## config.mk

```make
export PLATFORM = sky130hd
export DESIGN_NAME = axis_packet_arbiter
export DESIGN_NICKNAME = d
export VERILOG_FILES = /design/src/rtl/axis_packet_arbiter_pkg.sv /design/src/rtl/axis_packet_arbiter_register.sv /design/src/rtl/axis_packet_arbiter.sv
export SDC_FILE = /design/constraint.sdc
export NUM_CORES = 1
export LEC_CHECK = 0
export ABC_AREA = 1
export ABC_CLOCK_PERIOD_IN_PS = 2000
export BUFFER_PORTS_ARGS = -buffer_cell sky130_fd_sc_hd__buf_4
export CAP_MARGIN = 30
export CORE_ASPECT_RATIO = 1.1
export CORE_MARGIN = 2
export CORE_UTILIZATION = 52
export CTS_BUF_LIST = sky130_fd_sc_hd__clkbuf_4 sky130_fd_sc_hd__clkbuf_8
export CTS_CLUSTER_DIAMETER = 80
export DETAILED_ROUTE_END_ITERATION = 8
export PLACE_DENSITY_LB_ADDON = 0.1
export SLEW_MARGIN = 5
export SYNTH_ARGS = -nofsm -noshare
export SYNTH_HDL_FRONTEND = slang
export SYNTH_HIERARCHICAL = 1
export SYNTH_SLANG_ARGS = --single-unit
```

## constraint.sdc

```tcl
create_clock -name clk -period 2 [get_ports clk]
set_clock_uncertainty 0.15 [all_clocks]
set_input_delay 0.1 -clock clk [delete_from_list [all_inputs] [get_ports clk]]
set_output_delay 0.1 -clock clk [all_outputs]
set_load 0.01 [all_outputs]
```

## src/rtl/axis_packet_arbiter_pkg.sv

```systemverilog
// Shared types and the round-robin selection helpers for the packet arbiter.
package axis_arb_pkg;

    typedef enum logic {
        IDLE = 1'b0,
        PASS = 1'b1
    } arb_state_t;

    localparam int unsigned MAX_STREAMS = 32;
    localparam int unsigned IDX_W       = $clog2(MAX_STREAMS);

    // First set bit of req at or above ptr, wrapping at n-1 -> 0; one-hot result.
    function automatic logic [MAX_STREAMS-1:0] rr_select(
        input logic [MAX_STREAMS-1:0] req,
        input int unsigned            ptr,
        input int unsigned            n
    );
        logic [MAX_STREAMS-1:0] sel;
        logic                   found;
        int unsigned            idx;
        logic [IDX_W-1:0]       idx_w;
        sel   = '0;
        found = 1'b0;
        for (int unsigned i = 0; i < MAX_STREAMS; i++) begin
            idx = ptr + i;
            if (idx >= n) begin
                idx = idx - n;
            end
            idx_w = idx[IDX_W-1:0];
            if ((i < n) && !found && req[idx_w]) begin
                sel[idx_w] = 1'b1;
                found      = 1'b1;
            end
        end
        return sel;
    endfunction

    function automatic logic [IDX_W-1:0] onehot_index(input logic [MAX_STREAMS-1:0] v);
        logic [IDX_W-1:0] idx;
        idx = '0;
        for (int unsigned i = 0; i < MAX_STREAMS; i++) begin
            if (v[i]) begin
                idx = IDX_W'(i);
            end
        end
        return idx;
    endfunction

endpackage

```

## src/rtl/axis_packet_arbiter_register.sv

```systemverilog
// Single-stage registered AXI-Stream slice; accepts a new beat whenever it is
// empty or its current beat is being drained in the same cycle.
module axis_register #(
    parameter int DATA_W = 8
) (
    input  logic              clk,
    input  logic              sreset,
    input  logic              up_tvalid,
    output logic              up_tready,
    input  logic              up_tlast,
    input  logic [DATA_W-1:0] up_tdata,
    output logic              dn_tvalid,
    input  logic              dn_tready,
    output logic              dn_tlast,
    output logic [DATA_W-1:0] dn_tdata
);

    logic              valid_reg;
    logic              last_reg;
    logic [DATA_W-1:0] data_reg;

    assign up_tready = !valid_reg || dn_tready;

    always_ff @(posedge clk) begin
        if (sreset) begin
            valid_reg <= 1'b0;
            last_reg  <= 1'b0;
            data_reg  <= '0;
        end else if (up_tvalid && up_tready) begin
            valid_reg <= 1'b1;
            last_reg  <= up_tlast;
            data_reg  <= up_tdata;
        end else if (dn_tready) begin
            valid_reg <= 1'b0;
        end
    end

    assign dn_tvalid = valid_reg;
    assign dn_tlast  = last_reg;
    assign dn_tdata  = data_reg;

endmodule

```

## src/rtl/axis_packet_arbiter.sv

```systemverilog
// Packet-granular round-robin merge of several AXI-Stream inputs onto one
// registered output; a grant is held from first beat until tlast is accepted.
module axis_packet_arbiter
    import axis_arb_pkg::*;
#(
    parameter int AXIS_BYTES        = 1,
    parameter int NUM_SLAVE_STREAMS = 2
) (
    input  logic                                    clk,
    input  logic                                    sreset,
    output logic [NUM_SLAVE_STREAMS-1:0]            axis_i_tready,
    input  logic [NUM_SLAVE_STREAMS-1:0]            axis_i_tvalid,
    input  logic [NUM_SLAVE_STREAMS-1:0]            axis_i_tlast,
    input  logic [NUM_SLAVE_STREAMS*AXIS_BYTES*8-1:0] axis_i_tdata,
    input  logic                                    axis_o_tready,
    output logic                                    axis_o_tvalid,
    output logic                                    axis_o_tlast,
    output logic [AXIS_BYTES*8-1:0]                 axis_o_tdata,
    output logic [NUM_SLAVE_STREAMS-1:0]            grant
);

    localparam int unsigned N     = NUM_SLAVE_STREAMS;
    localparam int unsigned DW    = AXIS_BYTES * 8;
    localparam int unsigned PTR_W = $clog2(N);

    arb_state_t             state_reg, state_next;
    logic [PTR_W-1:0]       ptr_reg, ptr_next;
    logic [PTR_W-1:0]       gidx_reg, gidx_next;
    logic [N-1:0]           grant_reg, grant_next;
    logic [MAX_STREAMS-1:0] pick;
    logic [DW-1:0]          data_arr [N];
    logic [DW-1:0]          sel_data;
    logic                   sel_valid, sel_last;
    logic                   slice_ready, in_ready, accept;

    generate
        for (genvar gi = 0; gi < N; gi++) begin : g_split
            assign data_arr[gi] = axis_i_tdata[gi*DW +: DW];
        end
    endgenerate

    // Ready depends only on registered state and the output slice, never on tvalid.
    assign in_ready      = (state_reg == PASS) && slice_ready;
    assign axis_i_tready = in_ready ? grant_reg : '0;
    assign sel_valid     = (state_reg == PASS) && axis_i_tvalid[gidx_reg];
    assign sel_last      = axis_i_tlast[gidx_reg];
    assign sel_data      = data_arr[gidx_reg];
    assign accept        = sel_valid && slice_ready;
    assign pick          = rr_select(MAX_STREAMS'(axis_i_tvalid), 32'(ptr_reg), N);

    always_comb begin
        state_next = state_reg;
        ptr_next   = ptr_reg;
        gidx_next  = gidx_reg;
        grant_next = grant_reg;
        case (state_reg)
            IDLE: begin
                if (|axis_i_tvalid) begin
                    grant_next = pick[N-1:0];
                    gidx_next  = PTR_W'(onehot_index(pick));
                    state_next = PASS;
                end
            end
            PASS: begin
                if (accept && sel_last) begin
                    // Explicit wrap so non-power-of-two stream counts behave.
                    ptr_next   = (gidx_reg == PTR_W'(N - 1)) ? '0 : gidx_reg + 1'b1;
                    grant_next = '0;
                    state_next = IDLE;
                end
            end
            default: state_next = IDLE;
        endcase
    end

    always_ff @(posedge clk) begin
        if (sreset) begin
            state_reg <= IDLE;
            ptr_reg   <= '0;
            gidx_reg  <= '0;
            grant_reg <= '0;
        end else begin
            state_reg <= state_next;
            ptr_reg   <= ptr_next;
            gidx_reg  <= gidx_next;
            grant_reg <= grant_next;
        end
    end

    assign grant = grant_reg;

    axis_register #(
        .DATA_W (DW)
    ) u_out_slice (
        .clk       (clk),
        .sreset    (sreset),
        .up_tvalid (sel_valid),
        .up_tready (slice_ready),
        .up_tlast  (sel_last),
        .up_tdata  (sel_data),
        .dn_tvalid (axis_o_tvalid),
        .dn_tready (axis_o_tready),
        .dn_tlast  (axis_o_tlast),
        .dn_tdata  (axis_o_tdata)
    );

endmodule

```

# ---- After elaboration in Yosys (flattened, before gate mapping)
# Cells that the tools add are included.
# Widths: inputs -> output; s select.
dict set report totals {
  word_cells 100
  n_memories 0
  inputBits 23
  latchBits 0
  ram_bits 0
  mem_bits_ro 0
  ff_bits 15
  output_inout_bits 14
}
dict set report op_classes {
  magnitude_cmp 8
  add_sub_neg 4
  reduce_logical 15
  div 0
  n_bitwise 3
  mux 61
  n_eq_ne 2
  shift 0
  mul 0
}
# cell n
set op_table {}
lappend op_table {{$mux 32} 2}
lappend op_table {{$mux 1} 45}
lappend op_table {{$or 32x32->32} 1}
lappend op_table {{$mux 8} 3}
lappend op_table {{$lt 5x6->1 const B} 2}
lappend op_table {{$bmux 1 s5} 2}
lappend op_table {{$demux 1 s5} 2}
lappend op_table {{$ge 5x1->1 const B} 2}
lappend op_table {{$mux 5} 2}
lappend op_table {{$logic_and 1x1->1} 7}
lappend op_table {{$mux 2} 3}
lappend op_table {{$reduce_and 2->1} 3}
lappend op_table {{$ge 2x2->1 const B} 2}
lappend op_table {{$pmux 2 s2} 1}
lappend op_table {{$sub 1x2->3 const B} 1}
lappend op_table {{$sub 2x2->3 const B} 1}
lappend op_table {{$add 1x1->2 const B} 1}
lappend op_table {{$ge 1x2->1 const B} 1}
lappend op_table {{$logic_not 1->1} 2}
lappend op_table {{$lt 1x2->1 const B} 1}
lappend op_table {{$ne 2x1->1 const B} 1}
lappend op_table {{$ne 2x2->1 const B} 1}
lappend op_table {{$not 1->2} 1}
lappend op_table {{$pmux 1 s2} 1}
lappend op_table {{other kinds (5)} 5}

# ---- Longest topological paths before layout
dict set report depth {
  word_depth 40
  ltp_mapped 8
  mapped_depth_nobuf 8
}

# ---- Hierarchy
# The synthesis kept the hierarchy.
# module area_per_inst_um2 seq_area_each_um2 cells_per_inst instances
set by_module_without_submodules {}
lappend by_module_without_submodules {axis_register 471.7 200.2 64 1}
lappend by_module_without_submodules {axis_packet_arbiter 391.6 100.1 64 1}

# ---- Worst setup path after synthesis
# No wires, ideal clock.
dict set report synth_timing {
  path_kind {register to register}
  from {register gidx_reg}
  to {register u_out_slice.data_reg[0], in the netlist u_out_slice/dn_tdata[0]}
  path_buffers 3
  arrival_ns 1.058
  synth_period_minus_slack_ns 1.323
  path_stages_with_launch 8
  required_ns 1.735
  path_slack_ns 0.677
  setup_ns 0.115
  path_cell_list {dfxtp_1 > buf_6 > nor2_4 > nor2_4 > buf_6 > buf_12 > a21oi_1 > nor2_1}
}
dict set report synth_via {
  elab_chain_cells 4
  elab_cells_between_ends 8
  cone_classes {mux: 5; bitwise: 1; reduce/logical: 2}
}
# item line_no
set synth_rtl {}
lappend synth_rtl {{start, declared} axis_packet_arbiter.sv:28} ;# logic [PTR_W-1:0] gidx_reg, gidx_next;
lappend synth_rtl {{start signal, assigned} axis_packet_arbiter.sv:85} ;# gidx_reg <= gidx_next;
lappend synth_rtl {{$mux 1 (not written as such) (2 in series)} axis_packet_arbiter.sv:45} ;# assign sel_valid = (state_reg == PASS) && axis_i_tvalid[gidx_reg];
lappend synth_rtl {{$logic_and 1x1->1} axis_packet_arbiter.sv:45}
lappend synth_rtl {{named net sel_valid} axis_packet_arbiter.sv:33} ;# logic sel_valid, sel_last;
lappend synth_rtl {{$logic_and 1x1->1} axis_packet_arbiter_register.sv:29} ;# end else if (up_tvalid && up_tready) begin
lappend synth_rtl {{end signal, assigned} axis_packet_arbiter_register.sv:32} ;# data_reg <= up_tdata;
lappend synth_rtl {{end, declared} axis_packet_arbiter_register.sv:20} ;# logic [DATA_W-1:0] data_reg;
# The timed path passes the listed nets, and every way through them passes these cells. The select of a mux whose other input is x is not followed.
# A chain may end at the register's enable or synchronous reset.

# ---- Final worst setup path
dict set report layout_timing {
  from {register gidx_reg}
  to {register grant_reg[1], in the netlist grant[1]}
}
dict set report layout_via {
  elab_chain_cells 7
  elab_cells_between_ends 9
  cone_classes {eq/ne: 1; mux: 4; reduce/logical: 4}
}
# item line_no
set layout_rtl {}
lappend layout_rtl {{$mux 1 (not written as such) (2 in series)} axis_packet_arbiter.sv:45}
lappend layout_rtl {{$logic_and 1x1->1} axis_packet_arbiter.sv:45}
lappend layout_rtl {{named net sel_valid} axis_packet_arbiter.sv:33}
lappend layout_rtl {{$logic_and 1x1->1} axis_packet_arbiter.sv:48} ;# assign accept = sel_valid && slice_ready;
lappend layout_rtl {{$logic_and 1x1->1} axis_packet_arbiter.sv:65} ;# if (accept && sel_last) begin
lappend layout_rtl {{$ne 2x1->1 (no source line)} -}
lappend layout_rtl {{$reduce_and 2->1 (no source line)} -}
lappend layout_rtl {{end signal, assigned} axis_packet_arbiter.sv:86} ;# grant_reg <= grant_next;
lappend layout_rtl {{end, declared} axis_packet_arbiter.sv:29} ;# logic [N-1:0] grant_reg, grant_next;
# The timed path passes the listed nets, and every way through them passes these cells. The select of a mux whose other input is x is not followed.

==> impl_metrics.env <==
export IMPL_wl_per_cell_um=10.8
export IMPL_critPathRequiredTime_ns=2.02
export IMPL_worstPathMaxFanout=21
export IMPL_hold_violations=0
export IMPL_finalCritPeriodShare_pct=84.9
export IMPL_slew_viol_final=0
export IMPL_yosysSeqAreaShare_pct=34.8
export IMPL_drt_wl_total_um=1970
export IMPL_min_period_ns=1.70
export IMPL_nets=190
export IMPL_dp_hpwl_um=1450
export IMPL_place_area_um2=1090
export IMPL_post_drt_via_cell_ratio=4.94
export IMPL_drive_above_1_share_pct=32.5
export IMPL_die_area_um2=2000
export IMPL_syn_to_final_growth_pct=33.2
export IMPL_fin_setup_tns_ns=0
export IMPL_outcome="complete, no violations"
export IMPL_synth_cell_types=17
export IMPL_synthesis_nets=151
export IMPL_cp_arrival_ns=1.72
export IMPL_synth_top_area_cell="dfxtp_1"
export IMPL_yosysTopAreaCellShare_pct=34.8
export IMPL_stdcell_area_um2=1150
export IMPL_ys_seq_elements=15
export IMPL_syn_area_per_cell_um2=6.74
export IMPL_hp_class="input port to flip-flop"
export IMPL_start_util_pct=55.4
export IMPL_max_slew_margin_pct=66.9
export IMPL_irDropWorstVdd_v=0.000394
export IMPL_postCtsResizedCells=0
export IMPL_cts_buffer_depth=2
export IMPL_critPathCaptureType="flip-flop"
export IMPL_timing_worst_setup_path_type="flip-flop to flip-flop"
export IMPL_cts_inserted_buffers=3
export IMPL_io_pins=37
export IMPL_cts_tree="built"
export IMPL_grt_max_degree=23
export IMPL_antenna_found_initial=0
export IMPL_setup_viol=0
export IMPL_p_per_area_nw_per_um2=642
export IMPL_drt_initial_drc_count=21
export IMPL_netlist_area_um2=863
export IMPL_antenna_cells=0
export IMPL_wl_met1_um=816
export IMPL_p_leak_uw=0.000621
export IMPL_cts_sinks=15
export IMPL_max_freq_ghz=0.589
export IMPL_core_area_um2=1560
export IMPL_drtAntennaViolNets=0
export IMPL_tightestPinTransition_ns=0.495
export IMPL_globalplace_congestion=0.806
export IMPL_cts_root_buf="clkbuf_4"
export IMPL_vias=904
export IMPL_netlist_top_cells_area="dfxtp_1 (35%), nand2_1 (17%), a21oi_1 (7.5%)"
export IMPL_path_clk_slew_ns=0.10
export IMPL_insertion_delay_ns=0.28
export IMPL_critPathLaunchType="flip-flop"
export IMPL_met2_length_um=1040
export IMPL_grt_pass1_wl_um=3180
export IMPL_track_usage_pct=21.0
export IMPL_globalRouteOverflowTotal=0
export IMPL_synthCells=128
export IMPL_drc=0
export IMPL_first_global_vias=829
export IMPL_drv_cap=0
export IMPL_dieWidth_um=42.9
export IMPL_portBuffers=36
export IMPL_fp_dieH_um=46.7
export IMPL_num_rows=15
export IMPL_met3_length_um=106
export IMPL_yosysWarnings=6
export IMPL_highest_layer="met4"
export IMPL_h_tree_depth=1
export IMPL_rsz0062_at_grt="no"
export IMPL_drt_pass1_iterations=5
export IMPL_largest_reg_flops=8
per-layer routing:
| layer | GRT usage, % | vias up |
|---|---|---|
| li1 | - | 471 |
| met1 | 22.4 | 405 |
| met2 | 41.5 | 26 |
| met3 | 4.23 | 2 |
| met4 | 7.50 | 0 |
| met5 | 0 | - |
cells in the final DEF (no fill, tap or decap), drive strengths merged:
cell type    synthesis  layout
dlygate4sd3          0       3
inv                 19      19
dfxtp               15      15
o211ai               1       1
clkbuf               0       4
nor2                12      12
nand3               13      13
clkinv               1       1
buf                  5      36
nand2               44      44
o21ai                1       1
a21oi               15      15
and3                 2       2
cell type report:
class | count | area, um^2
clock buffers | 4 | 30.0
repair buffers | 39 | 300
multi-input cells | 88 | 423
well taps | 17 | 21.3
flip-flops and latches | 15 | 300
inverters | 20 | 75.1
fillers | 153 | 408
what timing repair did:
| item | CTS | global route |
|---|---|---|
| hold buffers | 3 | 0 |
| setup buffers | 0 | 0 |
| hold endpoints to repair | 6 | 0 |
final timing paths:
check	start	endpoint	slack, ns	cells after the start
worst max register to register	gidx_reg$_SDFFE_PP0P_	grant[1]$_SDFFE_PP0P_	0.30	5
worst max-delay path	gidx_reg$_SDFFE_PP0P_	grant[1]$_SDFFE_PP0P_	0.30	5
worst min-delay path	axis_i_tdata[5]	u_out_slice/dn_tdata[5]$_SDFFE_PP0P_	0.08	7
worst min register to register	u_out_slice/dn_tdata[1]$_SDFFE_PP0P_	u_out_slice/dn_tdata[1]$_SDFFE_PP0P_	0.34	2
cell families after synthesis:
kind of cell	after synthesis	share of synthesized area [%]
flops	15	34.8
simple gates	71	38.0
buf+inv	25	16.2
compound gates	17	11.0
through the flow:
step	worst slack [ns]	util, %	std cells	total power, uW	hold slack [ns]
after floorplan	0.677	-	128	475	0.0124
after global placement	0.354	70.0	176	542	0.168
after detailed placement	0.312	70.0	176	548	0.181
after CTS	0.300	73.8	183	746	0.0663
after global routing	0.134	73.8	183	778	0.110
final	0.301	73.8	183	738	0.0841
synthesized netlist by cell type:
master,instances
inv_2,3
a21oi_1,13
nor2_1,9
buf_12,1
and3_1,2
o211ai_1,1
nand3_1,12
nand2_1,39
dfxtp_1,15
a21oi_2,2
clkinv_1,1
nor2_4,3
buf_6,4
inv_1,16
nand3_2,1
o21ai_1,1
nand2_2,5
where the power goes:
| group | leakage [uW] | total [uW] | switching (uW) | internal [uW] |
|---|---|---|---|---|
| Combinational | 0.000479 | 201 | 101 | 100 |
| Clock | 0.0000184 | 192 | 101 | 90.9 |
| Sequential | 0.000123 | 345 | 20.8 | 324 |
worst max-delay path, cell delays in order, from the launching register on:
cell and delay (ns):
dfxtp_1 0.63, nor2_4 0.08, nor2_4 0.43, nand2_2 0.14, nand3_1 0.09, a21oi_1 0.06
(Power assumes the default switching activity.)
